--- config.mk ---
export PLATFORM = sky130hd
export DESIGN_NAME = uart_tx_fifo_drain
export DESIGN_NICKNAME = d
export VERILOG_FILES = /design/src/rtl/uart_tx_fifo_drain_pkg.sv /design/src/rtl/uart_tx_bit_timer.sv /design/src/rtl/uart_tx_fifo_drain.sv
export SDC_FILE = /design/constraint.sdc
export NUM_CORES = 1
export LEC_CHECK = 0
export CAP_MARGIN = 15
export CORE_MARGIN = 2
export CORE_UTILIZATION = 50
export DETAILED_ROUTE_END_ITERATION = 10
export MAX_ROUTING_LAYER = met4
export PLACE_DENSITY = 0.78
export SKIP_CTS_REPAIR_TIMING = 1
export SLEW_MARGIN = 20
export SYNTH_ARGS = -nofsm -noshare
export SYNTH_HDL_FRONTEND = slang
export SYNTH_SLANG_ARGS = --single-unit
export TNS_END_PERCENT = 10
--- constraint.sdc ---
create_clock -name CLK -period 5 [get_ports CLK]
set_clock_uncertainty 0.1 [all_clocks]
set_input_delay 1.5 -clock CLK [delete_from_list [all_inputs] [get_ports CLK]]
set_output_delay 1.5 -clock CLK [all_outputs]
set_load 0.02 [all_outputs]
--- src/rtl/uart_tx_fifo_drain_pkg.sv ---
// Shared definitions for the UART transmit drain stage.
// Holds the FSM state encoding, the parity-type constants and the default
// widths used by uart_tx_fifo_drain and uart_tx_bit_timer.
package uart_tx_fifo_drain_pkg;

  localparam int DEF_DATA_W  = 8;
  localparam int DEF_PRESC_W = 6;

  localparam logic PAR_EVEN = 1'b0;
  localparam logic PAR_ODD  = 1'b1;

  typedef enum logic [2:0] {
    IDLE   = 3'd0,
    START  = 3'd1,
    DATA   = 3'd2,
    PARITY = 3'd3,
    STOP   = 3'd4
  } tx_state_t;

endpackage

--- src/rtl/uart_tx_bit_timer.sv ---
// Bit-period counter for the UART transmitter.
// Ports:
//   CLK, RST  clock and synchronous active-high reset
//   load      restart the period at count 0 (asserted on every state change)
//   presc     captured bit period P in CLK cycles, always >= 1
//   bit_end   high in the last cycle of the current bit (count == P-1)
module uart_tx_bit_timer
  import uart_tx_fifo_drain_pkg::*;
#(
  parameter int presc_width = DEF_PRESC_W
) (
  input  logic                   CLK,
  input  logic                   RST,
  input  logic                   load,
  input  logic [presc_width-1:0] presc,
  output logic                   bit_end
);

  logic [presc_width-1:0] cnt;

  assign bit_end = (cnt == presc - presc_width'(1));

  always_ff @(posedge CLK) begin
    if (RST) begin
      cnt <= '0;
    end else if (load || bit_end) begin
      cnt <= '0;
    end else begin
      cnt <= cnt + presc_width'(1);
    end
  end

endmodule

--- src/rtl/uart_tx_fifo_drain.sv ---
// UART transmit stage draining an async FIFO read port (TX clock domain).
// Pops a word whenever the FIFO is non-empty and the line is idle or in the
// final cycle of a stop bit, then sends start, data (LSB first), optional
// parity and stop bits, each lasting the prescale captured at pop time.
// Ports:
//   CLK, RST     clock and synchronous active-high reset
//   fifo_empty   FIFO empty flag (synchronised to CLK)
//   fifo_data    FIFO read data
//   fifo_rinc    combinational one-cycle pop pulse
//   par_en       append parity bit; par_typ selects even (0) / odd (1)
//   prescale     CLK cycles per bit, 0 behaves as 1
//   tx_out       serial line, idles high
//   busy         registered, high while a frame is in progress
//   frame_done   pulse in the last cycle of each stop bit
module uart_tx_fifo_drain
  import uart_tx_fifo_drain_pkg::*;
#(
  parameter int data_width  = DEF_DATA_W,
  parameter int presc_width = DEF_PRESC_W
) (
  input  logic                   CLK,
  input  logic                   RST,
  input  logic                   fifo_empty,
  input  logic [data_width-1:0]  fifo_data,
  output logic                   fifo_rinc,
  input  logic                   par_en,
  input  logic                   par_typ,
  input  logic [presc_width-1:0] prescale,
  output logic                   tx_out,
  output logic                   busy,
  output logic                   frame_done
);

  localparam int IDX_W = (data_width > 1) ? $clog2(data_width) : 1;
  localparam logic [IDX_W-1:0] LAST_IDX = IDX_W'(data_width - 1);

  function automatic logic [presc_width-1:0] clamp_presc(input logic [presc_width-1:0] p);
    return (p == '0) ? presc_width'(1) : p;
  endfunction

  function automatic logic calc_parity(input logic [data_width-1:0] d, input logic typ);
    logic r;
    case (typ)
      PAR_EVEN: r = ^d;
      PAR_ODD:  r = ~(^d);
      default:  r = ^d;
    endcase
    return r;
  endfunction

  tx_state_t              state, state_next;
  logic [data_width-1:0]  shift_q;
  logic [IDX_W-1:0]       bit_idx;
  logic                   par_en_q;
  logic                   par_bit_q;
  logic [presc_width-1:0] presc_q;
  logic                   busy_q;
  logic                   bit_end;
  logic                   pop;
  logic                   tx_bit;
  logic                   frame_end;
  logic                   timer_load;

  // Counter restarts on every state change; holding it in load while idle
  // keeps it at 0 so the first bit of a frame always gets a full period.
  assign timer_load = (state_next != state) || (state == IDLE);

  uart_tx_bit_timer #(
    .presc_width (presc_width)
  ) u_timer (
    .CLK     (CLK),
    .RST     (RST),
    .load    (timer_load),
    .presc   (presc_q),
    .bit_end (bit_end)
  );

  always_comb begin
    state_next = state;
    pop        = 1'b0;
    tx_bit     = 1'b1;
    frame_end  = 1'b0;
    case (state)
      IDLE: begin
        if (!fifo_empty && !RST) begin
          pop        = 1'b1;
          state_next = START;
        end
      end
      START: begin
        tx_bit = 1'b0;
        if (bit_end) state_next = DATA;
      end
      DATA: begin
        tx_bit = shift_q[0];
        if (bit_end && (bit_idx == LAST_IDX)) begin
          state_next = par_en_q ? PARITY : STOP;
        end
      end
      PARITY: begin
        tx_bit = par_bit_q;
        if (bit_end) state_next = STOP;
      end
      STOP: begin
        if (bit_end) begin
          frame_end = 1'b1;
          // Chain straight into the next start bit when more data waits.
          if (!fifo_empty && !RST) begin
            pop        = 1'b1;
            state_next = START;
          end else begin
            state_next = IDLE;
          end
        end
      end
      default: state_next = IDLE;
    endcase
  end

  assign fifo_rinc  = pop;
  assign tx_out     = tx_bit;
  assign frame_done = frame_end;
  assign busy       = busy_q;

  always_ff @(posedge CLK) begin
    if (RST) begin
      state    <= IDLE;
      bit_idx  <= '0;
      busy_q   <= 1'b0;
      par_en_q <= 1'b0;
      presc_q  <= presc_width'(1);
    end else begin
      state  <= state_next;
      busy_q <= (state_next != IDLE);
      if (pop) begin
        par_en_q <= par_en;
        presc_q  <= clamp_presc(prescale);
      end
      if ((state == DATA) && bit_end) begin
        bit_idx <= (bit_idx == LAST_IDX) ? '0 : bit_idx + IDX_W'(1);
      end else if (state != DATA) begin
        bit_idx <= '0;
      end
    end
  end

  // Parity is fixed at pop time so the shift register can be consumed.
  always_ff @(posedge CLK) begin
    if (pop) begin
      shift_q   <= fifo_data;
      par_bit_q <= calc_parity(fifo_data, par_typ);
    end else if ((state == DATA) && bit_end) begin
      shift_q <= shift_q >> 1;
    end
  end

endmodule

==> results by group, run 1 <==
Floorplan
  – Starting Density: 0.517
  – Floorplan row count: 20
  – IO Count: 23
  – Core Footprint: around 3000 um^2
  – Die Ht: 59.8 um
  – Die width: about 60 um
  – Die footprint: 3570 um^2

Detailed routing
  – Vias/cell: 5.69
  – 1st-pass router iterations: 4
  – WL per Instance: 14.0 um
  – Final WL: 3000 um
  – Vias: about 1200
  – DR iter-0 viols: 37
  – Final ANT Viol Nets: 0
  – Drt drc: 0

Placed design
  – RePlAce Congestion: 0.841
  – DP HPWL: ~2300 um
  – Pre-CTS setup slack: between 0.4 and 0.5 ns
  – Port Buffers: 22

Critical path
  – Slowest-stage cell, CP: clkdlybuf4s50_1
  – Critical path required time: about 3.4 ns
  – Crit. End Element: primary output
  – Startpoint Class: input port
  – Arrival @ worst endpoint: 3.01 ns
  – Max FO, Critical Path: 7
  – Setup Crit Path Kind: input port to primary output
  – CP most frequent cell: clkdlybuf4s50_1
  – WP buf/inv: 2
  – Critical path's top delay family: buffers and inverters
  – Crit-path max cell delay: 0.62 ns
  – Reg2Reg Setup Slack: 2.18 ns
  – Cell Chain, Critical Path: clkdlybuf4s50_1, nor2_1, nand2_1, nor2_2, clkdlybuf4s50_1

Timing
  – Final setup vio count: 0
  – Fin. Hold Viols: 0
  – RSZ-0062 raised after global routing: no
  – Slew margin rel.: 0.481
  – Pins Over Slew Limit: 0
  – Total Neg Setup Slack: 0 ns
  – Worst-margin pin slew: 0.779 ns
  – FMAX: 217 MHz
  – Worst setup margin: 0.394 ns
  – Fin crit share: 0.921
  – Post-layout min period: 4.61 ns

Clock tree
  – Root Buffer: clkbuf_4
  – Clk slew on worst S/H paths: about 0.080 ns
  – Htree depth: 2
  – CTS tree: done
  – Skew-Pair Late Insertion Delay: between 0.3 and 0.4 ns
  – Num CTS Buffers: 5
  – Maximum clock insertion buffer count: 2
  – Clk sink count: 29

Pwr
  – Cell leakage power: 0.669 nW
  – Power per standard cell area: 287 nW/um^2
  – Worst VDD drop: 0.173 mV

Yosys
  – Post-synth EDFFs: 9
  – Synth Flop Type: dfxtp_1
  – Main combinational cell family by area after synthesis: simple AND/OR/NAND/NOR gates
  – Synth Area in Compound Gates: 0.137
  – Yosys top cell area share: 0.258
  – Synth warnings: 0
  – Adder-cell area share of the yosys netlist: 0.0322
  – Post-synthesis xor/xnor area fraction: 0.107
  – Area contributors post-synth: dfxtp_1 26%, edfxtp_1 17%, mux2_4 6.8%
  – Cell taking the most area after synthesis: dfxtp_1
  – Synth cell types: 41
  – Post-synth ARST share: 0
  – Post-synthesis mux area share: 0.0878
  – Sequential area share after synthesis: 0.432
  – Mapped cell area: 1550 um^2
  – Synthesis-stage register bit count: 29
  – Syn nets: 176
  – Post-Synth Simple-Gate Area: 0.178
  – Avg Inst Size Synth: between 10 and 15 um^2
  – Synth Instances: 153

Global route
  – Number of global-route vias before repair: approximately 1200
  – Total gr overflow: 0
  – Initial antenna violation count: 0
  – Gr usage total: 0.202
  – Largest net degree at the start of global routing: 15
  – First-pass GRT wire length: approximately 5000 um

Flow run
  – Max cap viols: 0

Finish
  – Fillers: 264
  – Antenna diode count: 0
  – Area delta synth->final: 19.6%
  – Share of cells above drive strength 1: 0.133
  – Layout Nets: 203

Min path
  – Worst hold path class: register to register

Outcome
  – Status: finished clean
flip-flops by register name, summed over array words and instances (netlist names):
register and count:
shift_q 8, par_en_q 1, busy 1, u_timer.cnt 6, state 3, par_bit_q 1
presc_q 6, bit_idx 3
cell type report:
type	instances	area, um^2	area share
clock inverters	1	3.75	0.00202
multi-input cells	116	848	0.456
well taps	33	41.3	0.0222
inverters	4	15.0	0.00808
clock buffers	7	45.0	0.0242
repair buffers	24	235	0.127
flip-flops and latches	29	671	0.361
where the power goes:
part / leakage, nW / internal (mW) / switching [mW] / total, mW
Combinational: 0.395 / 0.0662 / 0.0649 / 0.131
Clock: 0.0269 / 0.0539 / 0.0770 / 0.131
Sequential: 0.247 / 0.260 / 0.0108 / 0.271
Total: 0.669 / 0.380 / 0.153 / 0.533
metrics by stage:
step | area, um^2 | utilization | hold slack [ns] | instances | total power [mW]
floorplan | 1550 | - | 0.336 | 153 | 0.367
global placement | 1800 | 0.601 | 0.345 | 206 | 0.402
detailed placement | 1800 | 0.601 | 0.366 | 206 | 0.407
CTS | 1850 | 0.617 | 0.375 | 214 | 0.536
global route | 1860 | 0.619 | 0.401 | 214 | 0.560
finish | 1860 | 0.619 | 0.376 | 214 | 0.533
worst register-to-register path: cells and delay by family, from the launching register on:
family          cells  cell delay (ns)
compound gates      3             1.20
simple gates        2             0.55
fa+ha+maj           1             0.18
buf+inv             1             0.07
flops               1             0.36
cell usage in the layout, fill, tap and decap left out, types with 2 or more instances in the layout:
cell type	instances
buf_4	2
nor3_1	3
nor2_1	16
o21ai_0	6
xor2_1	7
mux2_4	7
o21a_1	2
o31ai_1	4
nor3b_1	2
ha_1	4
nand2_1	7
dfxtp_1	20
mux2i_1	2
clkbuf_4	5
a21oi_1	10
clkbuf_1	2
nand3_1	10
or3_1	2
nand4b_1	2
edfxtp_1	9
inv_1	4
and3_1	2
xnor2_1	12
clkdlybuf4s50_1	22
cells by family (layout without fill, tap and decap cells):
family | Yosys count | in the layout
xor+xnor | 19 | 19
flops | 29 | 29
compound gates | 30 | 30
buf+inv | 8 | 36
mux | 10 | 10
simple gates | 53 | 53
fa+ha+maj | 4 | 4
path summary, 6_finish.rpt:
kind | cells after the start | from | to
hold reg to reg | 2 | bit_idx[1] | bit_idx[1]
hold / removal | 2 | bit_idx[1] | bit_idx[1]
setup reg to reg | 7 | presc_q[0] | shift_q[0]
setup / recovery | 5 | fifo_empty | fifo_rinc
cell usage after synthesis (all sizes together), types with 3 or more instances:
cell type,number
nor2,17
o21ai,7
xor2,7
edfxtp,9
mux2,8
nand2,8
a21oi,10
inv,4
dfxtp,20
nand3,10
ha,4
o31ai,4
xnor2,12
nor3,3
metal layers:
metal	share of wire	vias to the layer above	track usage
met5	0	-	-
met1	0.44	585	0.233
met3	0.048	6	0.0714
met2	0.49	22	0.318
met4	0.020	0	0.0857
li1	-	604	-
No activity file was read; power rests on OpenSTA's default activity.
==> run 2: changes to the inputs <==
- ABC_CLOCK_PERIOD_IN_PS: unset -> 5000
- SYNTH_HIERARCHICAL: unset -> 1
==> results by group, run 2 <==
Outcome
  – Status: finished clean

Clock tree
  – Skew-Pair Late Insertion Delay: 0.32 ns
  – Root Buffer: clkbuf_4
  – Maximum clock insertion buffer count: 2
  – Htree depth: 2
  – Num CTS Buffers: 5
  – CTS tree: done
  – Clk sink count: 29
  – Clk slew on worst S/H paths: 0.08 ns

Yosys
  – Avg Inst Size Synth: between 9 and 10 um^2
  – Synth warnings: 6
  – Post-synth EDFFs: 9
  – Cell taking the most area after synthesis: dfxtp_1
  – Synth cell count leaders: 39 x nand2_1, 20 x dfxtp_1, 13 x nor2_1
  – Synth Instances: 172
  – Syn nets: 195
  – Synth Flop Type: dfxtp_1
  – Yosys top cell area share: 0.258
  – Mapped cell area: around 1600 um^2
  – Post-synth ARST share: 0
  – Synth cell types: 41
  – Sequential area share after synthesis: 0.432
  – Area contributors post-synth: dfxtp_1 26%, edfxtp_1 17%, nand2_1 9.4%
  – Synthesis-stage register bit count: 29
  – Most common cell in the netlist: nand2_1

Timing
  – FMAX: 209 MHz
  – Final setup vio count: 0
  – Post-layout min period: approximately 4.8 ns
  – Worst-margin pin slew: 0.429 ns
  – Fin crit share: 0.958
  – Slew margin rel.: 0.707
  – Total Neg Setup Slack: 0 ns
  – Pins Over Slew Limit: 0
  – RSZ-0062 raised after global routing: no
  – Fin. Hold Viols: 0

Detailed routing
  – DR iter-0 viols: 31
  – WL per Instance: 12.6 um
  – Vias/cell: 5.41
  – Final ANT Viol Nets: 0
  – Drt drc: 0
  – 1st-pass router iterations: 4
  – Final WL: just under 3000 um
  – Vias: 1283

Floorplan
  – Die footprint: about 3600 um^2
  – Die width: 59.7 um
  – Floorplan row count: 20
  – Starting Density: 0.517
  – IO Count: 23
  – Core Footprint: 3000 um^2
  – Die Ht: 59.7 um

Critical path
  – Crit. End Element: primary output
  – Reg2Reg Setup Slack: 1.89 ns
  – R2R Path End: shift_q[4]
  – Startpoint Class: register
  – Setup Crit Path Kind: register to primary output
  – Critical path required time: 3.40 ns
  – Cell Chain, Critical Path: or4_1, or3_4, a2111oi_4, and2_4, nand2b_1, nand2_4, clkinv_2, clkdlybuf4s50_1
  – Arrival @ worst endpoint: 3.19 ns
  – Reg2reg start: presc_q[0]
  – Slowest-stage cell, CP: clkdlybuf4s50_1
  – Crit-path max cell delay: approximately 0.60 ns
  – WP buf/inv: 2
  – R2R cell count: 9
  – Max FO, Critical Path: 7
  – Critical path's top delay family: simple AND/OR/NAND/NOR gates

Pwr
  – Pwr Total: about 0.55 mW
  – Comb pwr share: 0.244
  – Worst VDD drop: around 0.17 mV
  – Clock share of power: 0.265
  – NetSw: 0.155 mW
  – Power per standard cell area: 291 nW/um^2
  – Switching share of total power: 0.283
  – Cell leakage power: just over 0.7 nW
  – Cell internal pwr: 0.395 mW
  – Seq pwr share: 0.491

Placed design
  – DP HPWL: 2280 um
  – Placed cells: 227
  – Port Buffers: 22
  – RePlAce Congestion: 0.886

Global route
  – Gr usage total: 0.199
  – Number of global-route vias before repair: 1227
  – First-pass GRT wire length: 5060 um
  – Largest net degree at the start of global routing: 18
  – Initial antenna violation count: 0
  – Total gr overflow: 0

Finish
  – Fillers: 254
  – Commonest non-fill, non-tap cells in the layout: 39 x nand2_1, 22 x clkdlybuf4s50_1, 20 x dfxtp_1
  – Biggest regs: shift_q x8, presc_q x6, u_timer/cnt x6
  – Non-Filler Instances: between 200 and 250
  – Biggest register: shift_q
  – Area delta synth->final: 21.7%
  – Flip-flop count of the largest register after layout: 8
  – Most common library cell in the layout ignoring fill and taps: nand2_1
  – Share of cells above drive strength 1: 0.118
  – Layout Nets: 226
  – Antenna diode count: 0

Min path
  – WHS Path Cells: 2
  – Worst hold path class: register to register
  – Hold path start: bit_idx[1]
  – Hold Crit Endpoint: bit_idx[1]

Flow run
  – Max cap viols: 0
run 2: cell families after synthesis:
| group | synth area share |
|---|---|
| buf+inv | 0.0403 |
| mux | 0.00645 |
| simple gates | 0.244 |
| flops | 0.432 |
| xor+xnor | 0.102 |
| fa+ha+maj | 0.0323 |
| compound gates | 0.143 |
run 2: area by class of cell:
type | count | area, um^2 | area share
Timing Repair Buffer | 29 | 273 | 0.144
Multi-Input combinational cell | 132 | 821 | 0.435
Clock buffer | 8 | 58.8 | 0.0311
Sequential cell | 29 | 671 | 0.355
Tap cell | 33 | 41.3 | 0.0219
Inverter | 6 | 23.8 | 0.0126
run 2: stage by stage:
step | setup WS, ns | cell area, um^2 | utilization | hold WS [ns]
finish | 0.208 | 1890 | 0.629 | 0.369
global route | 0.0278 | 1890 | 0.629 | 0.418
CTS | -0.0206 | 1870 | 0.623 | 0.376
detailed placement | 0.360 | 1810 | 0.603 | 0.364
global placement | 0.399 | 1810 | 0.603 | 0.342
floorplan | 0.908 | 1550 | - | 0.335
run 2: worst max path at each step:
stage | from | endpoint | slack [ns] | depth (start not counted)
final | presc_q[0] | fifo_rinc | 0.21 | 8
after global placement | fifo_empty | fifo_rinc | 0.40 | 5
after detailed placement | presc_q[0] | fifo_rinc | 0.36 | 8
after CTS | presc_q[0] | fifo_rinc | -0.02 | 8
after global routing | presc_q[0] | fifo_rinc | 0.03 | 8
after floorplan | presc_q[0] | frame_done | 0.91 | 6
run 2: per-layer routing:
metal | global-route usage | part of all wire | vias to the layer above
met4 | 0.0571 | 0.0034 | 0
li1 | - | - | 662
met5 | - | 0 | -
met3 | 0.0714 | 0.037 | 2
met1 | 0.223 | 0.44 | 591
met2 | 0.332 | 0.52 | 28
run 2: power groups by stage:
stage / registers (mW) / clock network, mW / logic, mW
floorplan: 0.272 / 0 / 0.0864
global placement: 0.275 / 0 / 0.120
detailed placement: 0.276 / 0 / 0.124
CTS: 0.270 / 0.150 / 0.125
global route: 0.272 / 0.162 / 0.148
finish: 0.270 / 0.146 / 0.134
run 2: worst reg2reg max path: stages (launching register included):
cell	delay, ns
dfxtp_1	0.36
or4_1	0.55
or3_4	0.35
a2111oi_4	0.39
and2_4	0.26
nand2b_1	0.23
nand2_4	0.07
buf_4	0.20
o21ai_0	0.10
buf_4	0.21
